`src/rtl/tone_voice_gen_if.sv`:
```
// ---------------------------------------------------------------------------
// tone_voice_gen_if
// Control and sample bundle for one tone voice.
//   note_start  : 1-cycle pulse, (re)start a note with phase_inc/mode_in
//   note_stop   : 1-cycle pulse, begin the release phase
//   phase_inc   : tuning word, f_out = phase_inc * f_clk / 2^PHASE_W
//   mode_in     : 0 square, 1 triangle, 2 sawtooth, 3 pulse 25%
//   audio_out   : signed 32-bit registered sample (wave * envelope)
//   active      : high while a note is playing or releasing
//   wrap_tick   : 1-cycle pulse on phase accumulator overflow
// master drives the controls, slave is the voice itself.
// ---------------------------------------------------------------------------
interface tone_voice_gen_if #(
  parameter int PHASE_W = 32
);
  logic                 note_start;
  logic                 note_stop;
  logic [PHASE_W-1:0]   phase_inc;
  logic [1:0]           mode_in;
  logic signed [31:0]   audio_out;
  logic                 active;
  logic                 wrap_tick;

  modport master (
    output note_start, note_stop, phase_inc, mode_in,
    input  audio_out, active, wrap_tick
  );

  modport slave (
    input  note_start, note_stop, phase_inc, mode_in,
    output audio_out, active, wrap_tick
  );
endinterface

```
`src/rtl/tone_voice_gen.sv`:
```
// ---------------------------------------------------------------------------
// tone_voice_gen
// Single-voice tone generator: phase-accumulator oscillator with four
// waveforms, multiplied by a per-period decaying envelope.
// Ports:
//   clock   : system clock, all logic on rising edge
//   resetn  : synchronous active-low reset
//   bus     : tone_voice_gen_if.slave (note controls in, sample/status out)
// Envelope behaviour:
//   PLAY    : each wrap env -= max(env>>DECAY_SHIFT,1), floor at SUSTAIN
//   RELEASE : each wrap env -= max(env>>REL_SHIFT,1); below ENV_FLOOR the
//             voice falls back to IDLE with env and phase cleared.
// ---------------------------------------------------------------------------
module tone_voice_gen #(
  parameter int PHASE_W     = 32,
  parameter int ENV_MAX     = 65535,
  parameter int SUSTAIN     = 16384,
  parameter int DECAY_SHIFT = 4,
  parameter int REL_SHIFT   = 2,
  parameter int ENV_FLOOR   = 256
) (
  input  logic             clock,
  input  logic             resetn,
  tone_voice_gen_if.slave  bus
);

  localparam logic [15:0] ENV_MAX_V   = 16'(ENV_MAX);
  localparam logic [15:0] SUSTAIN_V   = 16'(SUSTAIN);
  localparam logic [15:0] ENV_FLOOR_V = 16'(ENV_FLOOR);

  typedef enum logic [1:0] {
    ST_IDLE    = 2'd0,
    ST_PLAY    = 2'd1,
    ST_RELEASE = 2'd2
  } state_t;

  state_t              state_q, state_d;
  logic [PHASE_W-1:0]  phase_q, phase_d;
  logic [PHASE_W-1:0]  inc_q,   inc_d;
  logic [1:0]          mode_q,  mode_d;
  logic [15:0]         env_q,   env_d;
  logic signed [31:0]  audio_q, audio_d;
  logic                wrap_q,  wrap_d;

  // Accumulator with explicit carry; the carry is the wrap event.
  logic [PHASE_W:0]    phase_sum;
  logic                carry;
  assign phase_sum = {1'b0, phase_q} + {1'b0, inc_q};
  assign carry     = phase_sum[PHASE_W];

  // ---------------- waveform from the registered phase/mode ----------------
  logic [15:0]         p;
  logic [14:0]         tri_u;
  logic signed [16:0]  wave;

  assign p     = phase_q[PHASE_W-1 -: 16];
  assign tri_u = p[15] ? ~p[14:0] : p[14:0];

  always_comb begin
    wave = '0;
    case (mode_q)
      2'd0:    wave = p[15] ? -17'sd32767 : 17'sd32767;
      2'd1:    wave = $signed({1'b0, tri_u, 1'b0}) - 17'sd32767;
      2'd2:    wave = $signed({~p[15], ~p[15], p[14:0]});
      default: wave = (p < 16'h4000) ? 17'sd32767 : -17'sd32767;
    endcase
  end

  // 32-bit product carries the same low bits as the full 17x17 product,
  // and the magnitude never exceeds 32768*65535 so nothing is lost.
  logic signed [31:0]  prod;
  assign prod = 32'(wave) * $signed({16'b0, env_q});

  // ---------------- envelope step candidates ----------------
  logic [15:0] play_dec, rel_dec;
  logic [15:0] play_env, rel_env;

  always_comb begin
    play_dec = env_q >> DECAY_SHIFT;
    if (play_dec == 16'd0) play_dec = 16'd1;
    rel_dec = env_q >> REL_SHIFT;
    if (rel_dec == 16'd0) rel_dec = 16'd1;

    // Compare before subtracting so the envelope can never wrap below zero.
    if (env_q < play_dec || (env_q - play_dec) < SUSTAIN_V)
      play_env = SUSTAIN_V;
    else
      play_env = env_q - play_dec;

    if (env_q < rel_dec)
      rel_env = 16'd0;
    else
      rel_env = env_q - rel_dec;
  end

  // ---------------- next state / outputs ----------------
  logic start_ok;
  assign start_ok = bus.note_start && (bus.phase_inc != '0);

  always_comb begin
    state_d = state_q;
    phase_d = phase_q;
    inc_d   = inc_q;
    mode_d  = mode_q;
    env_d   = env_q;
    wrap_d  = 1'b0;

    // Output sample uses the registers as they stand this cycle.
    audio_d = (state_q != ST_IDLE) ? prod : 32'sd0;

    if (start_ok) begin
      // A valid start always wins, also over a simultaneous stop.
      state_d = ST_PLAY;
      phase_d = '0;
      env_d   = ENV_MAX_V;
      inc_d   = bus.phase_inc;
      mode_d  = bus.mode_in;
    end else begin
      case (state_q)
        ST_IDLE: begin
          phase_d = '0;
        end
        ST_PLAY: begin
          phase_d = phase_sum[PHASE_W-1:0];
          wrap_d  = carry;
          if (carry) env_d = play_env;
          if (bus.note_stop) state_d = ST_RELEASE;
        end
        ST_RELEASE: begin
          phase_d = phase_sum[PHASE_W-1:0];
          wrap_d  = carry;
          if (carry) begin
            env_d = rel_env;
            if (rel_env < ENV_FLOOR_V) begin
              state_d = ST_IDLE;
              env_d   = 16'd0;
              phase_d = '0;
            end
          end
        end
        default: begin
          state_d = ST_IDLE;
          phase_d = '0;
          env_d   = 16'd0;
        end
      endcase
    end
  end

  always_ff @(posedge clock) begin
    if (!resetn) begin
      state_q <= ST_IDLE;
      phase_q <= '0;
      inc_q   <= '0;
      mode_q  <= 2'd0;
      env_q   <= 16'd0;
      audio_q <= 32'sd0;
      wrap_q  <= 1'b0;
    end else begin
      state_q <= state_d;
      phase_q <= phase_d;
      inc_q   <= inc_d;
      mode_q  <= mode_d;
      env_q   <= env_d;
      audio_q <= audio_d;
      wrap_q  <= wrap_d;
    end
  end

  assign bus.audio_out = audio_q;
  assign bus.active    = (state_q != ST_IDLE);
  assign bus.wrap_tick = wrap_q;

endmodule

```
`src/flat_wrapper.sv`:
```
// flat-port wrapper written by rule: the top's interface ports become plain ports
module tone_voice_gen_flat 
#(
  parameter int PHASE_W     = 32,
  parameter int ENV_MAX     = 65535,
  parameter int SUSTAIN     = 16384,
  parameter int DECAY_SHIFT = 4,
  parameter int REL_SHIFT   = 2,
  parameter int ENV_FLOOR   = 256
)
  (clock, resetn, bus_note_start, bus_note_stop, bus_phase_inc, bus_mode_in, bus_audio_out, bus_active, bus_wrap_tick);
  tone_voice_gen_if #(.PHASE_W(PHASE_W)) bus_i ();
  input  logic clock;
  input  logic resetn;
  input wire logic [$bits(bus_i.note_start)-1:0] bus_note_start;
  input wire logic [$bits(bus_i.note_stop)-1:0] bus_note_stop;
  input wire logic [$bits(bus_i.phase_inc)-1:0] bus_phase_inc;
  input wire logic [$bits(bus_i.mode_in)-1:0] bus_mode_in;
  output wire logic [$bits(bus_i.audio_out)-1:0] bus_audio_out;
  output wire logic [$bits(bus_i.active)-1:0] bus_active;
  output wire logic [$bits(bus_i.wrap_tick)-1:0] bus_wrap_tick;
  assign bus_i.note_start = bus_note_start;
  assign bus_i.note_stop = bus_note_stop;
  assign bus_i.phase_inc = bus_phase_inc;
  assign bus_i.mode_in = bus_mode_in;
  assign bus_audio_out = bus_i.audio_out;
  assign bus_active = bus_i.active;
  assign bus_wrap_tick = bus_i.wrap_tick;
  tone_voice_gen #(.PHASE_W(PHASE_W), .ENV_MAX(ENV_MAX), .SUSTAIN(SUSTAIN), .DECAY_SHIFT(DECAY_SHIFT), .REL_SHIFT(REL_SHIFT), .ENV_FLOOR(ENV_FLOOR)) u_core (.clock(clock), .resetn(resetn), .bus(bus_i));
endmodule
```
`config.mk`:
```
export PLATFORM = sky130hd
export DESIGN_NAME = tone_voice_gen_flat
export DESIGN_NICKNAME = d
export VERILOG_FILES = /design/src/rtl/tone_voice_gen_if.sv /design/src/rtl/tone_voice_gen.sv /design/src/flat_wrapper.sv
export SDC_FILE = /design/constraint.sdc
export NUM_CORES = 1
export LEC_CHECK = 0
export CORE_ASPECT_RATIO = 1.5
export CORE_MARGIN = 2
export CORE_UTILIZATION = 48
export DETAILED_ROUTE_END_ITERATION = 10
export PLACE_DENSITY_LB_ADDON = 0.2
export SYNTH_ARGS = -nofsm -noshare
export SYNTH_HDL_FRONTEND = slang
export SYNTH_SLANG_ARGS = --single-unit
```
`constraint.sdc`:
```
create_clock -name clock -period 14.3 [get_ports clock]
set_input_delay 1.43 -clock clock [delete_from_list [all_inputs] [get_ports clock]]
set_output_delay 1.43 -clock clock [all_outputs]
set_load 0.03 [all_outputs]
```
== Yosys cells after proc, flatten, opt, wreduce, memory -nomap -nowiden ==
Cells that the tools add are included.
Widths: inputs -> output; s select.

* Word-level logic and storage cells: 71
* Bits of input ports: 38
* Flip-flop bits (word level): 117

* Muxes and demuxes: 21
* Bitwise operators: 5
* Reduce and logical (&&, ||, !) cells: 15
* Eq/ne operators: 12
* Add/sub/neg operators: 4
* Magnitude comparators: 5
* Multiply operators: 1

{| class="wikitable"
|+ Operators with widths
! operator !! count
|-
| $mux 16 || 6
|-
| $mux 32 || 2
|-
| $pmux 32 s2 || 1
|-
| $pmux 17 s3 || 1
|-
| $pmux 16 s3 || 1
|-
| $mux 17 || 2
|-
| $add 32x32->33 || 1
|-
| $logic_not 16->1 || 2
|-
| $lt 16x15->1 const B || 2
|-
| $mul 17x17->32 || 1
|-
| $reduce_bool 32->1 || 1
|-
| $sub 16x15->17 const B || 1
|-
| $lt 16x12->1 || 1
|-
| $lt 16x14->1 || 1
|-
| $lt 16x9->1 const B || 1
|-
| $sub 16x12->16 || 1
|-
| $sub 16x14->16 || 1
|-
| $mux 15 || 1
|-
| $not 15->15 || 1
|-
| $mux 14 || 1
|-
| $mux 12 || 1
|-
| $ne 3x1->1 const B || 3
|-
| $reduce_and 4->1 || 2
|-
| $mux 2 || 3
|-
| other kinds (16) || 25
|}

== Longest topological paths before layout ==
* Word-level depth: 9
* Mapped depth: 31

== Least setup slack after synthesis ==
No wires, ideal clock.

* Kind: register to register
* Start: reg u_core.phase_q[31]
* End: reg u_core.audio_q[31], in the netlist u_core.bus.audio_out[31]
* Required time: 14172 ps
* Path slack: 7430 ps
* Clock period less this slack: 6870 ps
* Path buffers: 2
* Cell stages (with the launch flop): 28
* Setup time: 128 ps
* Arrival time: 6743 ps
* Cells stage by stage: dfxtp_1 > inv_1 > ha_1 > nand2_1 > clkbuf_1 > nand3_1 > o21ai_1 > clkbuf_1 > nand2_1 > fa_1 > fa_1 > inv_1 > fa_1 > fa_1 > fa_1 > inv_1 > fa_1 > inv_1 > ha_1 > and2_1 > a22o_1 > o21ai_0 > nor2b_1 > o21ai_0 > o31ai_1 > a21oi_1 > xnor2_1 > nor2_1

* Cells in the longest elaborated chain, start to end: 4
* Elaborated cells between the ends (all ways): 8
* Classes of those cells: add/sub: 1; mul: 1; order compare: 1; mux: 4; bitwise: 1

{| class="wikitable"
|+ RTL lines
! what !! RTL line !! RTL
|-
| start, declared || tone_voice_gen.sv:38 || <nowiki>logic [PHASE_W-1:0] phase_q, phase_d;</nowiki>
|-
| start signal, assigned || tone_voice_gen.sv:161 || <nowiki>phase_q <= phase_d;</nowiki>
|-
| $mux 15 or $lt 16x15->1 (tied branches) || tone_voice_gen.sv:57, tone_voice_gen.sv:65 ||
|-
| $sub 16x15->17 or $mux 17 (tied branches) || tone_voice_gen.sv:63, tone_voice_gen.sv:65 ||
|-
| $pmux 17 s3 (*) || tone_voice_gen.sv:61 || <nowiki>case (mode_q)</nowiki>
|-
| $mul 17x17->32 (*) || tone_voice_gen.sv:72 || <nowiki>assign prod = 32'(wave) * $signed({16'b0, env_q});</nowiki>
|-
| end signal, assigned || tone_voice_gen.sv:165 || <nowiki>audio_q <= audio_d;</nowiki>
|-
| end, declared || tone_voice_gen.sv:42 || <nowiki>logic signed [31:0] audio_q, audio_d;</nowiki>
|}

Every way passes the cells marked *; elsewhere a longest branch is shown, timed or not.
A chain may end at the register's enable or synchronous reset.

== Worst setup path in the final report ==
* Start: reg u_core.mode_q[1]
* End: reg u_core.audio_q[31], in the netlist u_core.bus.audio_out[31]

* Cells in the longest elaborated chain, start to end: 3
* Elaborated cells between the ends (all ways): 5
* Classes of those cells: mul: 1; eq/ne: 2; mux: 1; reduce/logical: 1

{| class="wikitable"
|+ RTL lines
! what !! RTL line !! RTL
|-
| start, declared || tone_voice_gen.sv:40 || <nowiki>logic [1:0] mode_q, mode_d;</nowiki>
|-
| start signal, assigned || tone_voice_gen.sv:163 || <nowiki>mode_q <= mode_d;</nowiki>
|-
| $eq 2x2->1, or another cell as far along || tone_voice_gen.sv:61 ||
|-
| $pmux 17 s3 (*) || tone_voice_gen.sv:61 ||
|-
| $mul 17x17->32 (*) || tone_voice_gen.sv:72 ||
|}

Marks and branches as above.

==> impl_summary.log <==
INFO  metric first_pass_grt_wire_length = 72,700 um
INFO  metric syn-num-nets = 2,497
INFO  metric synth_seq_cells = 117
INFO  metric drtPass1Iterations = 5
INFO  metric placeableCoreArea = 35,900 um^2
INFO  metric setup_viol = 0
INFO  metric number_of_global_route_vias_before_repair = 14,700
INFO  metric post-cts-setup-buffers = 0
INFO  metric total_clock_buffers_created_by_cts = 17
INFO  metric grt_antenna_before_repair = 0
INFO  metric post-synth-top-area-fraction = 0.300
INFO  metric grt.total_usage = 0.239
INFO  metric post_synth_most_frequent_cells = sky130_fd_sc_hd__inv_1, sky130_fd_sc_hd__fa_1, sky130_fd_sc_hd__nand2_1
INFO  metric globalRoute.totalOverflow = 0
INFO  metric worst_setup_path_start_kind = flop
INFO  metric timing.critical_path.slowest_stage_cell = sky130_fd_sc_hd__dfxtp_1
INFO  metric flow.area_growth_from_synthesis = 10.1%
INFO  metric r2r-start = u_core.mode_q[1]$_SDFFE_PN0P_
INFO  metric finClkSkew = 12.4 ps
INFO  metric critical_path.top_delay_family = adder cells
INFO  metric num_vias = around 14,000
INFO  metric synth-seq-area-share = 0.133
INFO  metric antenna-diode-count = 0
INFO  metric hold_path_class = reg2reg
INFO  metric yosys_warnings = 0
INFO  metric setup.worst_path.class = reg2reg
INFO  metric highest_layer = met4
INFO  metric maxCapViolCount = 0
INFO  metric syn-instance-count = 2,052
INFO  metric outcome = finished, final reports clean
INFO  metric met3_routed_wl = 1750 um
INFO  metric post_cts_hold_buffer_count = 0
INFO  metric portBuffers = 71
INFO  metric cts.htree.levels = 4
INFO  metric timing.hold.worst.start = u_core.inc_q[12]$_SDFFE_PN0P_
INFO  metric syn_area_per_cell = 8.55 um^2
INFO  metric ys_types = 82
INFO  metric dominantRegCellSynth = sky130_fd_sc_hd__dfxtp_1
INFO  metric synth-edff-count = 0
INFO  metric crit_path_max_incr_delay = between 700 and 800 ps
INFO  metric ctsRootBufferMaster = sky130_fd_sc_hd__clkbuf_16
INFO  metric maximum_clock_path_buffer_count = 2
INFO  metric place.gp.congestion = about 0.91
INFO  metric routedLengthMet1 = 17,500 um
INFO  metric dr_wl_met2 = 22,900 um
INFO  metric post-synth-top-area-cell = sky130_fd_sc_hd__fa_1
INFO  metric row_count = 85
INFO  metric drive_gt1_frac = 0.0573
INFO  metric synth.top_cells.by_area = sky130_fd_sc_hd__fa_1, sky130_fd_sc_hd__dfxtp_1, sky130_fd_sc_hd__ha_1
INFO  metric path_buf_inv = 4
INFO  metric timing.fmax = 0.131 GHz
INFO  metric layout.cells.non_filler = 2,573
INFO  metric path_common_cell = sky130_fd_sc_hd__fa_1
INFO  metric ant_nets = 0
INFO  metric kind_of_end_point_of_the_critical_path = flop
INFO  metric maximum_number_of_pins_on_one_net_before_global_route_repair = 38
INFO  metric tightest_slew = slightly above 1000 ps
INFO  metric layout_min_cycle_time = around 7700 ps
INFO  metric clk_latency = 450 ps
INFO  metric unrepaired_setup_endpoints_after_global_routing = no
INFO  metric cts_tree = built
INFO  metric tns = 0 ps
INFO  metric finalWirelength = 43,600 um
INFO  metric cts_sinks = 117
INFO  metric avgViaCountPerCell = 5.38
INFO  metric synthesis.area = 17,600 um^2
INFO  metric worst_ep_arrival_time = 8000 ps
INFO  metric cp_max_fo = 22
INFO  metric synthArstFlopShare = 0
INFO  metric multi_input_area = ~13,000 um^2
INFO  metric report.final.hold_viol_count = 0
INFO  metric final_net_count = 2,527
INFO  metric drtIter0Drc = roughly 770
INFO  metric critical_path.cell_chain = nand2_1 > nand3_1 > o21ai_1 > and2_1 > fa_1 > inv_1 > fa_1 > inv_1 > fa_1 > fa_1 > fa_1 > inv_1 > fa_1 > inv_1 > ha_1 > and2_1 > a22o_1 > o21ai_0 > nor2b_1 > o21ai_0 > o31ai_1 > a21oi_1 > xnor2_1 > nor2_1
INFO  metric timing.final.crit_share = 0.536
INFO  metric route.detailed.wl_per_inst = around 17 um
INFO  metric fill_cells = 3,446
INFO  metric cell_with_the_most_instances_after_synthesis = sky130_fd_sc_hd__inv_1
INFO  metric drt_drc = 0
INFO  metric die_x = about 160 um
INFO  metric cts_repair_resize_count = 0
INFO  metric ios = 72
INFO  metric die_height = 238 um
INFO  metric ff_latch_area = 2340 um^2
INFO  metric slew_headroom = 0.310
INFO  metric cts.reportedPaths.clkPinSlew = 70 ps
INFO  metric critPathRequiredTime = between 10,000 and 15,000 ps
INFO  metric start_util = 0.488
INFO  metric die_area = 38,100 um^2
INFO  metric maxSlewViolCount = 0
INFO  metric worst_setup_path_startpoint = u_core.mode_q[1]$_SDFFE_PN0P_
INFO  metric place.detailed.hpwl = around 35,000 um
INFO  metric dp.cells = 2,540
-- worst paths after layout --
kind / to / slack (ps) / depth (start not counted)
worst max-delay path: u_core.bus.audio_out[31]$_SDFF_PN0_ / 6640 / 24
worst min-delay path: u_core.inc_q[12]$_SDFFE_PN0P_ / 510 / 2
worst max register to register: u_core.bus.audio_out[31]$_SDFF_PN0_ / 6640 / 24
worst min register to register: u_core.inc_q[12]$_SDFFE_PN0P_ / 510 / 2
-- flip-flops by register name, summed over array words and instances (netlist names) --
| register | cells |
|---|---|
| u_core.phase_q | 32 |
| u_core.inc_q | 32 |
| u_core.state_q | 2 |
| u_core.env_q | 16 |
| u_core.bus.wrap_tick | 1 |
| u_core.mode_q | 2 |
| u_core.bus.audio_out | 32 |
-- tightest hold or removal path, cell delays in order, from the launching register on --
cell and delay, ps:
sky130_fd_sc_hd__dfxtp_1 330, sky130_fd_sc_hd__mux2i_1 70, sky130_fd_sc_hd__nor2_1 70
-- logic make-up after synthesis --
| group | Yosys count | share of synthesized area |
|---|---|---|
| buffers and inverters | 461 | 0.101 |
| DFF | 117 | 0.133 |
| adders and majority gates | 407 | 0.403 |
| muxes | 34 | 0.0194 |
| AOI/OAI and AO/OA | 365 | 0.140 |
| xor gates and xnor gates | 78 | 0.0389 |
| and+or+nand+nor | 590 | 0.165 |
-- final cells by class --
cell class,instances,area share
Clock buffer,18,0.0227
Inverter,371,0.0721
Timing Repair Buffer,101,0.0484
Clock inverter,14,0.00868
Sequential cell,117,0.121
Tap cell,478,0.0310
Multi-Input combinational cell,1474,0.696
-- routing by layer --
layer,up-vias,global-route usage
li1,6640,-
met1,6794,0.272
met2,333,0.448
met3,83,0.0322
met4,0,0.0972
met5,-,0
-- per-stage QoR --
stage           util  setup WS, ps  hold slack [ps]  area, um^2
2_1_floorplan      -          7430              470       17600
3_3_place_gp   0.520          6580              485       18700
3_5_place_dp   0.520          6420              496       18700
4_1_cts        0.537          6440              515       19300
5_1_grt        0.538          6050              536       19300
6_report       0.538          6640              507       19300
-- layout by cell type, fill, tap and decap left out, types with 14 or more instances in the layout --
cell,n
sky130_fd_sc_hd__inv_1,370
sky130_fd_sc_hd__fa_1,263
sky130_fd_sc_hd__nand2_1,206
sky130_fd_sc_hd__ha_1,144
sky130_fd_sc_hd__nor2_1,119
sky130_fd_sc_hd__dfxtp_1,117
sky130_fd_sc_hd__and2_1,114
sky130_fd_sc_hd__a21oi_1,100
sky130_fd_sc_hd__o21ai_0,76
sky130_fd_sc_hd__clkdlybuf4s50_1,71
sky130_fd_sc_hd__xnor2_1,49
sky130_fd_sc_hd__mux2i_1,34
sky130_fd_sc_hd__a21o_1,34
sky130_fd_sc_hd__nor2_2,31
sky130_fd_sc_hd__buf_4,30
sky130_fd_sc_hd__xor2_1,29
sky130_fd_sc_hd__o211ai_1,23
sky130_fd_sc_hd__o21a_1,20
sky130_fd_sc_hd__clkbuf_16,17
sky130_fd_sc_hd__nand3_1,16
sky130_fd_sc_hd__a31oi_1,15
sky130_fd_sc_hd__nor3_1,14
Power is left out: the tool's default activity adds up to more than one toggle a clock period on the data nets, which glitch-free logic cannot reach.
